`src/rtl/whack_pkg.sv`:
```
// Shared types and width helpers for the whack-a-mole judge.
package whack_pkg;

    typedef enum logic [1:0] {
        IDLE,
        ACTIVE,
        COOLDOWN
    } state_t;

    localparam int DEFAULT_POS_W   = 2;
    localparam int DEFAULT_SCORE_W = 8;

    // Bits needed to hold 0..n-1; never narrower than one bit.
    function automatic int width_of(input int n);
        return (n > 1) ? $clog2(n) : 1;
    endfunction

    function automatic int max_of(input int a, input int b);
        return (a > b) ? a : b;
    endfunction

endpackage

```
`src/rtl/key_edge.sv`:
```
// Rising-edge detector; the history register resets high so a key held through reset is not a press.
module key_edge (
    input  logic clk,
    input  logic reset,
    input  logic level,
    output logic rise
);

    logic level_q;

    always_ff @(posedge clk) begin
        if (reset) level_q <= 1'b1;
        else       level_q <= level;
    end

    assign rise = level & ~level_q;

endmodule

```
`src/rtl/hit_judge.sv`:
```
// Judges one mole appearance at a time: hit, miss or timeout, with saturating score and lives.
module hit_judge
    import whack_pkg::*;
#(
    parameter int POS_W   = DEFAULT_POS_W,
    parameter int WINDOW  = 50000000,
    parameter int HOLD    = 25000000,
    parameter int LIVES   = 3,
    parameter int SCORE_W = DEFAULT_SCORE_W
) (
    input  logic                            clk,
    input  logic                            reset,
    input  logic                            space,
    input  logic                            mole_valid,
    input  logic [POS_W-1:0]                mole_pos,
    input  logic [POS_W-1:0]                sel_pos,
    output logic                            mole_on,
    output logic [POS_W-1:0]                mole_q,
    output logic                            busy,
    output logic                            hit,
    output logic                            miss,
    output logic                            timeout,
    output logic                            out,
    output logic [SCORE_W-1:0]              score,
    output logic [width_of(LIVES+1)-1:0]    lives_left,
    output logic                            game_over
);

    localparam int TW = width_of(max_of(WINDOW, HOLD));
    localparam int LW = width_of(LIVES + 1);

    state_t        state;
    logic [TW-1:0] timer;
    logic          press;

    key_edge u_space_edge (
        .clk  (clk),
        .reset(reset),
        .level(space),
        .rise (press)
    );

    // mole_on/busy/out are kept as registers updated on each transition, so every
    // output comes straight from a flop rather than a decode of state.
    // NOTE: all state here uses non-blocking assignments so every branch reads the
    // pre-edge values of lives_left/timer; blocking would leak same-cycle updates.
    always_ff @(posedge clk) begin
        if (reset) begin
            state      <= IDLE;
            timer      <= '0;
            mole_q     <= '0;
            mole_on    <= 1'b0;
            busy       <= 1'b0;
            out        <= 1'b0;
            hit        <= 1'b0;
            miss       <= 1'b0;
            timeout    <= 1'b0;
            score      <= '0;
            lives_left <= LW'(LIVES);
            game_over  <= 1'b0;
        end else begin
            hit     <= 1'b0;
            miss    <= 1'b0;
            timeout <= 1'b0;

            case (state)
                IDLE: begin
                    if (mole_valid && !game_over) begin
                        mole_q  <= mole_pos;
                        timer   <= TW'(WINDOW - 1);
                        state   <= ACTIVE;
                        mole_on <= 1'b1;
                        busy    <= 1'b1;
                    end
                end

                ACTIVE: begin
                    if (press && sel_pos == mole_q) begin
                        hit     <= 1'b1;
                        if (score != '1) score <= score + 1'b1;
                        timer   <= TW'(HOLD - 1);
                        state   <= COOLDOWN;
                        mole_on <= 1'b0;
                        out     <= 1'b1;
                    end else if (press || timer == '0) begin
                        // A miss shadows a coinciding expiry; either costs exactly one life.
                        miss    <= press;
                        timeout <= ~press;
                        if (lives_left != '0) lives_left <= lives_left - 1'b1;
                        if (lives_left <= LW'(1)) game_over <= 1'b1;
                        if (lives_left <= LW'(1) || timer == '0) begin
                            state   <= IDLE;
                            mole_on <= 1'b0;
                            busy    <= 1'b0;
                        end else begin
                            timer <= timer - 1'b1;
                        end
                    end else begin
                        timer <= timer - 1'b1;
                    end
                end

                COOLDOWN: begin
                    if (timer == '0) begin
                        state <= IDLE;
                        busy  <= 1'b0;
                        out   <= 1'b0;
                    end else begin
                        timer <= timer - 1'b1;
                    end
                end

                default: begin
                    state   <= IDLE;
                    mole_on <= 1'b0;
                    busy    <= 1'b0;
                    out     <= 1'b0;
                end
            endcase
        end
    end

endmodule

```
`config.mk`:
```
export PLATFORM = sky130hd
export DESIGN_NAME = hit_judge
export DESIGN_NICKNAME = d
export VERILOG_FILES = /design/src/rtl/whack_pkg.sv /design/src/rtl/key_edge.sv /design/src/rtl/hit_judge.sv
export SDC_FILE = /design/constraint.sdc
export NUM_CORES = 1
export LEC_CHECK = 0
export BUFFER_PORTS_ARGS = -buffer_cell sky130_fd_sc_hd__clkbuf_2
export CAP_MARGIN = 25
export CORE_UTILIZATION = 40
export CTS_CLUSTER_SIZE = 30
export DETAILED_ROUTE_END_ITERATION = 6
export PLACE_DENSITY_LB_ADDON = 0.3
export SLEW_MARGIN = 20
export SYNTH_ARGS = -nofsm -noshare
export SYNTH_HDL_FRONTEND = slang
export SYNTH_SLANG_ARGS = --single-unit
```
`constraint.sdc`:
```
create_clock -name clk -period 3.87 [get_ports clk]
set_clock_uncertainty 0.15 [all_clocks]
set_input_delay 0.5805 -clock clk [delete_from_list [all_inputs] [get_ports clk]]
set_output_delay 0.5805 -clock clk [all_outputs]
set_load 0.1 [all_outputs]
```
==> results of run 1 <==
layer usage:
layer / vias to the layer above / wire length [µm] / part of all wire
met1: 1171 / 2990 / 0.47
met3: 8 / 324 / 0.051
met4: 0 / 71 / 0.011
met5: - / 0 / 0
li1: 1268 / - / -
met2: 64 / 2990 / 0.47
placed cells by master, fill, tap and decap left out, types with 2 or more instances in the layout:
master,n
o31ai_1,6
clkbuf_2,26
nor4_4,2
ha_1,8
dfxtp_1,48
nand2_2,2
nor3_1,14
nor2_1,42
nor4_1,4
clkbuf_8,5
and3_1,7
nand4_1,7
inv_1,11
nor2b_1,2
a31oi_1,4
mux2i_1,6
nand2_1,25
nand3_1,11
or4_1,2
a211oi_1,6
o21ai_0,27
or3_1,3
xnor2_2,2
xnor2_1,3
a21oi_1,40
buf_4,4
xor2_1,4
a311o_1,2
nand2b_1,5
a211oi_2,2
flip-flops by register name, summed over array words and instances (netlist names), 2 cells and up:
name	cells
mole_q	2
state	2
score	8
lives_left	2
timer	26
per-stage QoR:
step	cell area, µm²	power, µW	std cells	hold WS (ns)
after floorplan	2720	973	338	0.312
after global placement	2890	1060	430	0.328
after detailed placement	2890	1070	430	0.331
after CTS	3000	1450	438	0.336
after global routing	3030	1540	439	0.351
final	3030	1450	439	0.334
area by class of cell:
cell class / count / area share
Multi-Input combinational cell: 264 / 0.538
Tap cell: 77 / 0.0318
Sequential cell: 48 / 0.317
Timing Repair Buffer: 31 / 0.0619
Clock inverter: 3 / 0.0153
Inverter: 11 / 0.0136
Clock buffer: 5 / 0.0227
how the worst max path moves through the flow:
stage | endpoint | slack (ns) | start | depth (start not counted)
after floorplan | timer[8] | 0.92 | lives_left[1] | 7
after global placement | timer[1] | 1.24 | timer[0] | 8
after detailed placement | timer[1] | 1.18 | timer[0] | 8
after CTS | timer[1] | 1.13 | timer[0] | 8
after global routing | timer[1] | 0.91 | timer[0] | 8
final | timer[1] | 1.13 | timer[0] | 8
critical path: stages, from the launching register on:
cell and delay, ns:
dfxtp_1 0.34, inv_1 0.09, ha_1 0.23, nor4b_2 0.38, and2_0 0.42, and4b_1 0.35
o21ba_4 0.36, nor2_1 0.09, a211oi_1 0.24
kinds of logic (layout without fill, tap and decap cells):
family,count (synthesis),in the layout
flip-flops,48,48
AO/OA/AOI/OAI,101,101
multiplexers,6,6
AND/OR/NAND/NOR,140,140
adder cells (fa/ha/maj),8,8
buffers and inverters,26,50
XOR/XNOR,9,9
power groups by stage:
stage | Combinational (µW) | Clock (µW) | Sequential [µW]
5_1_grt | 508 | 416 | 620
3_3_place_gp | 446 | 0 | 618
4_1_cts | 452 | 394 | 608
6_report | 454 | 384 | 610
3_5_place_dp | 448 | 0 | 619
2_1_floorplan | 320 | 0 | 653
==> impl_metrics.csv, run 1 <==
group,metric,value,unit
drt,routed_wl,6370,µm
floorplan,ios,27,
finish,regArea,961,µm²
drt,detail_route.first_pass.iterations,4,
min_path,hold_end,"mole_q[1]",
global_route,grt_pass1_vias,2336,
clock_network,path_clk_slew,0.10,ns
sta,tns,0,ns
placement,hpwl,4290,µm
sta,slew_headroom,0.582,
worst_setup_path,r2r_cells,8,
logic_synthesis,synth-edff-count,0,
min_path,hold_path.startpoint,"mole_pos[1]",
min_path,holdPathStages,3,
finish,area_growth,11.6,%
sta,fin_ws,1.13,ns
placement,numPortBuffers,26,
worst_setup_path,cp_data_required_time,3.95,ns
finish,drive_gt1_frac,0.157,
logic_synthesis,synthMuxAreaShare,0.0221,
global_route,grt_usage,0.193,
global_route,gr-total-overflow,0,
clock_network,clkLatencyLatePin,0.31,ns
worst_setup_path,reg2reg_to,"timer[1]",
sta,rsz0062_at_grt,"no",
drt,viasPerCell,5.72,
placement,place_ws,1.18,ns
logic_synthesis,synth_top_family_by_area,"simple AND/OR/NAND/NOR gates",
global_route,antenna_found_initial,0,
global_route,grt_max_degree,50,
clock_network,root_buffer,"clkbuf_8",
sta,worst_slew_pin_slew,0.626,ns
clock_network,cts_made_buffers,5,
logic_synthesis,synth.cells.most_frequent,"dfxtp_1 (48), nor2_1 (42), a21oi_1 (40)",
global_route,busiest_layer,"met2",
global_route,grt_use_met1,0.264,
finish,antenna_cells_inserted,0,
logic_synthesis,synthSimpleGateAreaFrac,0.274,
run_status,outcome,"finished clean",
clock_network,ctsLongestPathBuffers,2,
sta,hold_viol_final,0,
finish,fin_util,0.469,
logic_synthesis,synth-compound-area-share,0.232,
worst_setup_path,critPathCaptureType,"register",
worst_setup_path,ff2ff_setup_slack,1.13,ns
sta,finalSetupViolCount,0,
power,combinationalPowerShare,0.314,
finish,nFillCells,670,
floorplan,initial_utilization,0.420,
clock_network,cts.sinks,48,
sta,max_freq,365,MHz
logic_synthesis,ys_seq_elements,48,
placement,gp_congestion,0.798,
global_route,grt_pass1_wl,11200,µm
logic_synthesis,synth_top_area_cell,"dfxtp_1",
power,cellPowerDensity,478,nW/µm²
flow_run,maxCapViolations,0,
clock_network,post_cts_resized,0,
sta,finalCriticalPeriod,2.74,ns
drt,wl_per_cell,14.5,µm
clock_network,ctsHoldBuffers,0,
logic_synthesis,yosysWarnings,0,
logic_synthesis,syn_nets,354,
worst_setup_path,path_class,"reg2reg",
worst_setup_path,cp.arrival,2.82,ns
drt,drt_iter0_markers,243,
power,pwr-share-clk,0.265,
floorplan,coreArea,6460,µm²
power,intPower,901,µW
finish,nets,377,
power,vdd.ir_drop.worst,0.246,mV
worst_setup_path,path_max_fanout,24,
logic_synthesis,synth.avg_cell_area,8.03,µm²
logic_synthesis,synth.distinct_cells,58,
global_route,met2_usage,0.309,
power,leakage,0.00120,µW
worst_setup_path,cp-start-kind,"register",
global_route,met3_usage,0.0374,
floorplan,die_area,7120,µm²
logic_synthesis,ys_seq_area_frac,0.354,
power,p_sw_frac,0.378,
power,p_switching,547,µW
drt,drc,0,
floorplan,die_y,84.4,µm
logic_synthesis,synth_xor_area_frac,0.0346,
logic_synthesis,yosysTopAreaCellShare,0.354,
clock_network,htree_levels,2,
logic_synthesis,synth_most_common_cell,"dfxtp_1",
logic_synthesis,syn_inst,338,
logic_synthesis,synth_area,2720,µm²
clock_network,cts_tree,"done",
floorplan,die_x,84.4,µm
drt,postRouteAntennaNets,0,
sta,finalCritPeriodShare,0.708,
clock_network,postCtsSetupBuffers,0,
sta,drv_slew,0,
power,seqPwrFrac,0.421,
logic_synthesis,synthTopCellsByArea,"dfxtp_1 (35%), a21oi_1 (7.4%), nor2_1 (5.8%)",
drt,vias,2511,
floorplan,rows,29,
logic_synthesis,async_reset_ff_frac,0,
min_path,min_path_type,"in2reg",
logic_synthesis,synth-adder-area-share,0.0369,
logic_synthesis,ys.flop_type,"dfxtp_1",
finish,multi_input_area,1630,µm²
worst_setup_path,r2r-start,"timer[0]",
No activity file was read; power rests on OpenSTA's default activity.
==> inputs of run 2 (changes only) <==
- ABC_AREA: not set -> 1
- clock period: 3.87 -> 2.6 ns (I/O delays scaled with it)
==> impl_metrics.csv, run 2 <==
group,metric,value,unit
drt,vias,3070,
floorplan,rows,31,
placement,gp_congestion,0.947,
floorplan,die_x,90.2,µm
logic_synthesis,ys_seq_elements,48,
power,fin_total_pwr,4230,µW
finish,area_growth,10.5,%
placement,place_ws,0.394,ns
min_path,min_path_type,"in2reg",
floorplan,ios,27,
sta,fin_ws,0.366,ns
global_route,grt_usage,0.196,
clock_network,postCtsSetupBuffers,0,
finish,antenna_cells_inserted,0,
clock_network,ctsLongestPathBuffers,2,
clock_network,cts.sinks,48,
placement,hpwl,5650,µm
logic_synthesis,synth.avg_cell_area,6.15,µm²
clock_network,path_clk_slew,0.10,ns
placement,post-place-cells,624,
power,leakage,0.00166,µW
clock_network,root_buffer,"clkbuf_8",
clock_network,post_cts_resized,0,
logic_synthesis,syn_inst,506,
placement,postPlaceCellArea,3320,µm²
logic_synthesis,synth-edff-count,0,
logic_synthesis,yosysTopAreaCellShare,0.309,
run_status,outcome,"finished clean",
floorplan,initial_utilization,0.422,
logic_synthesis,synthTopCellsByArea,"dfxtp_1 (31%), nand2_1 (16%), nor2_1 (13%)",
flow_run,maxCapViolations,0,
drt,routed_wl,7530,µm
finish,nFillCells,798,
finish,finalInstanceArea,3440,µm²
floorplan,die_y,90.2,µm
floorplan,die_area,8130,µm²
finish,drive_gt1_frac,0.118,
logic_synthesis,synth_most_common_cell,"nand2_1",
logic_synthesis,synth_top_area_cell,"dfxtp_1",
floorplan,coreArea,7370,µm²
logic_synthesis,async_reset_ff_frac,0,
worst_setup_path,critPathCaptureType,"register",
sta,slew_headroom,0.590,
logic_synthesis,synth_area,3110,µm²
finish,stdcell_count,632,
global_route,grt_max_degree,23,
finish,largest_reg_flops,26,
finish,final_common_cell,"nand2_1",
global_route,grt_pass1_vias,2854,
drt,detail_route.first_pass.iterations,4,
drt,drt_iter0_markers,166,
sta,drv_slew,0,
sta,worst_slew_pin_slew,0.613,ns
logic_synthesis,synth.distinct_cells,32,
finish,final_cell_mix,"nand2_1 (129), nor2_1 (111), inv_1 (59)",
drt,viasPerCell,4.86,
clock_network,htree_levels,2,
placement,numPortBuffers,26,
worst_setup_path,cp-start-kind,"register",
sta,tns,0,ns
sta,max_freq,448,MHz
global_route,gr-total-overflow,0,
logic_synthesis,ys_seq_area_frac,0.309,
global_route,grt_pass1_wl,13100,µm
clock_network,cts_made_buffers,5,
worst_setup_path,path_max_fanout,22,
drt,wl_per_cell,11.9,µm
worst_setup_path,path_class,"reg2reg",
finish,largest-register,"timer",
drt,drc,0,
sta,hold_viol_final,0,
logic_synthesis,synth.cells.most_frequent,"nand2_1 (129), nor2_1 (111), inv_1 (59)",
sta,finalCritPeriodShare,0.859,
finish,nets,548,
sta,rsz0062_at_grt,"no",
global_route,antenna_found_initial,0,
drt,postRouteAntennaNets,0,
sta,finalCriticalPeriod,2.23,ns
finish,top_regs,"timer x26, score x8",
logic_synthesis,syn_nets,522,
sta,finalSetupViolCount,0,
clock_network,cts_tree,"done",
clock_network,ctsHoldBuffers,0,
logic_synthesis,yosysWarnings,0,
power,vdd.ir_drop.worst,0.497,mV
power,cellPowerDensity,1230,nW/µm²
worst_setup_path,cp_data_required_time,2.66,ns
clock_network,clkLatencyLatePin,0.31,ns
worst_setup_path,cp.arrival,2.29,ns
logic_synthesis,ys.flop_type,"dfxtp_1",
run 2: cell types whose count changed in the layout (fill, tap and decap cells not counted), sizes merged, moves of 8 or more:
cell	change
a21oi	-26
nand2	+108
a211oi	-8
nand3	+37
nor3	-11
nor2	+85
inv	+49
run 2: kinds of logic after synthesis:
logic type / after synthesis / synth area share
AOI/OAI and AO/OA: 41 / 0.0724
xor gates and xnor gates: 8 / 0.0225
adders and majority gates: 8 / 0.0322
buffers and inverters: 72 / 0.0981
DFF: 48 / 0.309
and+or+nand+nor: 329 / 0.466
run 2: critical path, cell delays in order, from the launching register on:
cell and delay (ns):
dfxtp_1 0.31, inv_1 0.10, ha_1 0.24, nand2_1 0.09, nor2_2 0.19, nand2_2 0.10, nor2_4 0.14, nand2_4 0.08
o21ai_4 0.07, nand2_4 0.19, nand2_8 0.20, inv_4 0.11, nor2_1 0.10, nor2_1 0.05
run 2: path summary, 6_finish.rpt:
path         startpoint                    to  slack (ns)  depth (start not counted)
max            timer[0]             timer[20]        0.37                         13
min               space  u_space_edge.level_q        0.12                          3
max reg2reg    timer[0]             timer[20]        0.37                         13
min reg2reg         out                   out        0.33                          2
run 2: routing by layer:
metal / global-route usage / up-vias / part of all wire
li1: - / 1629 / -
met1: 0.259 / 1356 / 0.49
met2: 0.321 / 72 / 0.45
met3: 0.0313 / 13 / 0.048
met4: 0.0699 / 0 / 0.018
met5: 0 / - / 0
run 2: report_power, final:
group          switching [µW]  internal, µW
Combinational            1710           758
Clock                     267           315
Sequential                233           945
Total                    2210          2020
run 2: stage by stage:
stage          hold slack, ns  utilization
2_1_floorplan           0.309            -
3_3_place_gp            0.313        0.450
3_5_place_dp            0.315        0.450
4_1_cts                 0.111        0.467
5_1_grt                 0.157        0.467
6_report                0.119        0.467
run 2: area by class of cell:
type                    count  area (µm²)  area share
clock buffers               6        82.6      0.0240
clock inverters             2        38.8      0.0113
well taps                  99         124      0.0360
inverters                  62         235      0.0684
repair buffers             29         153      0.0444
multi-input cells         386        1840       0.536
flip-flops and latches     48         961       0.279
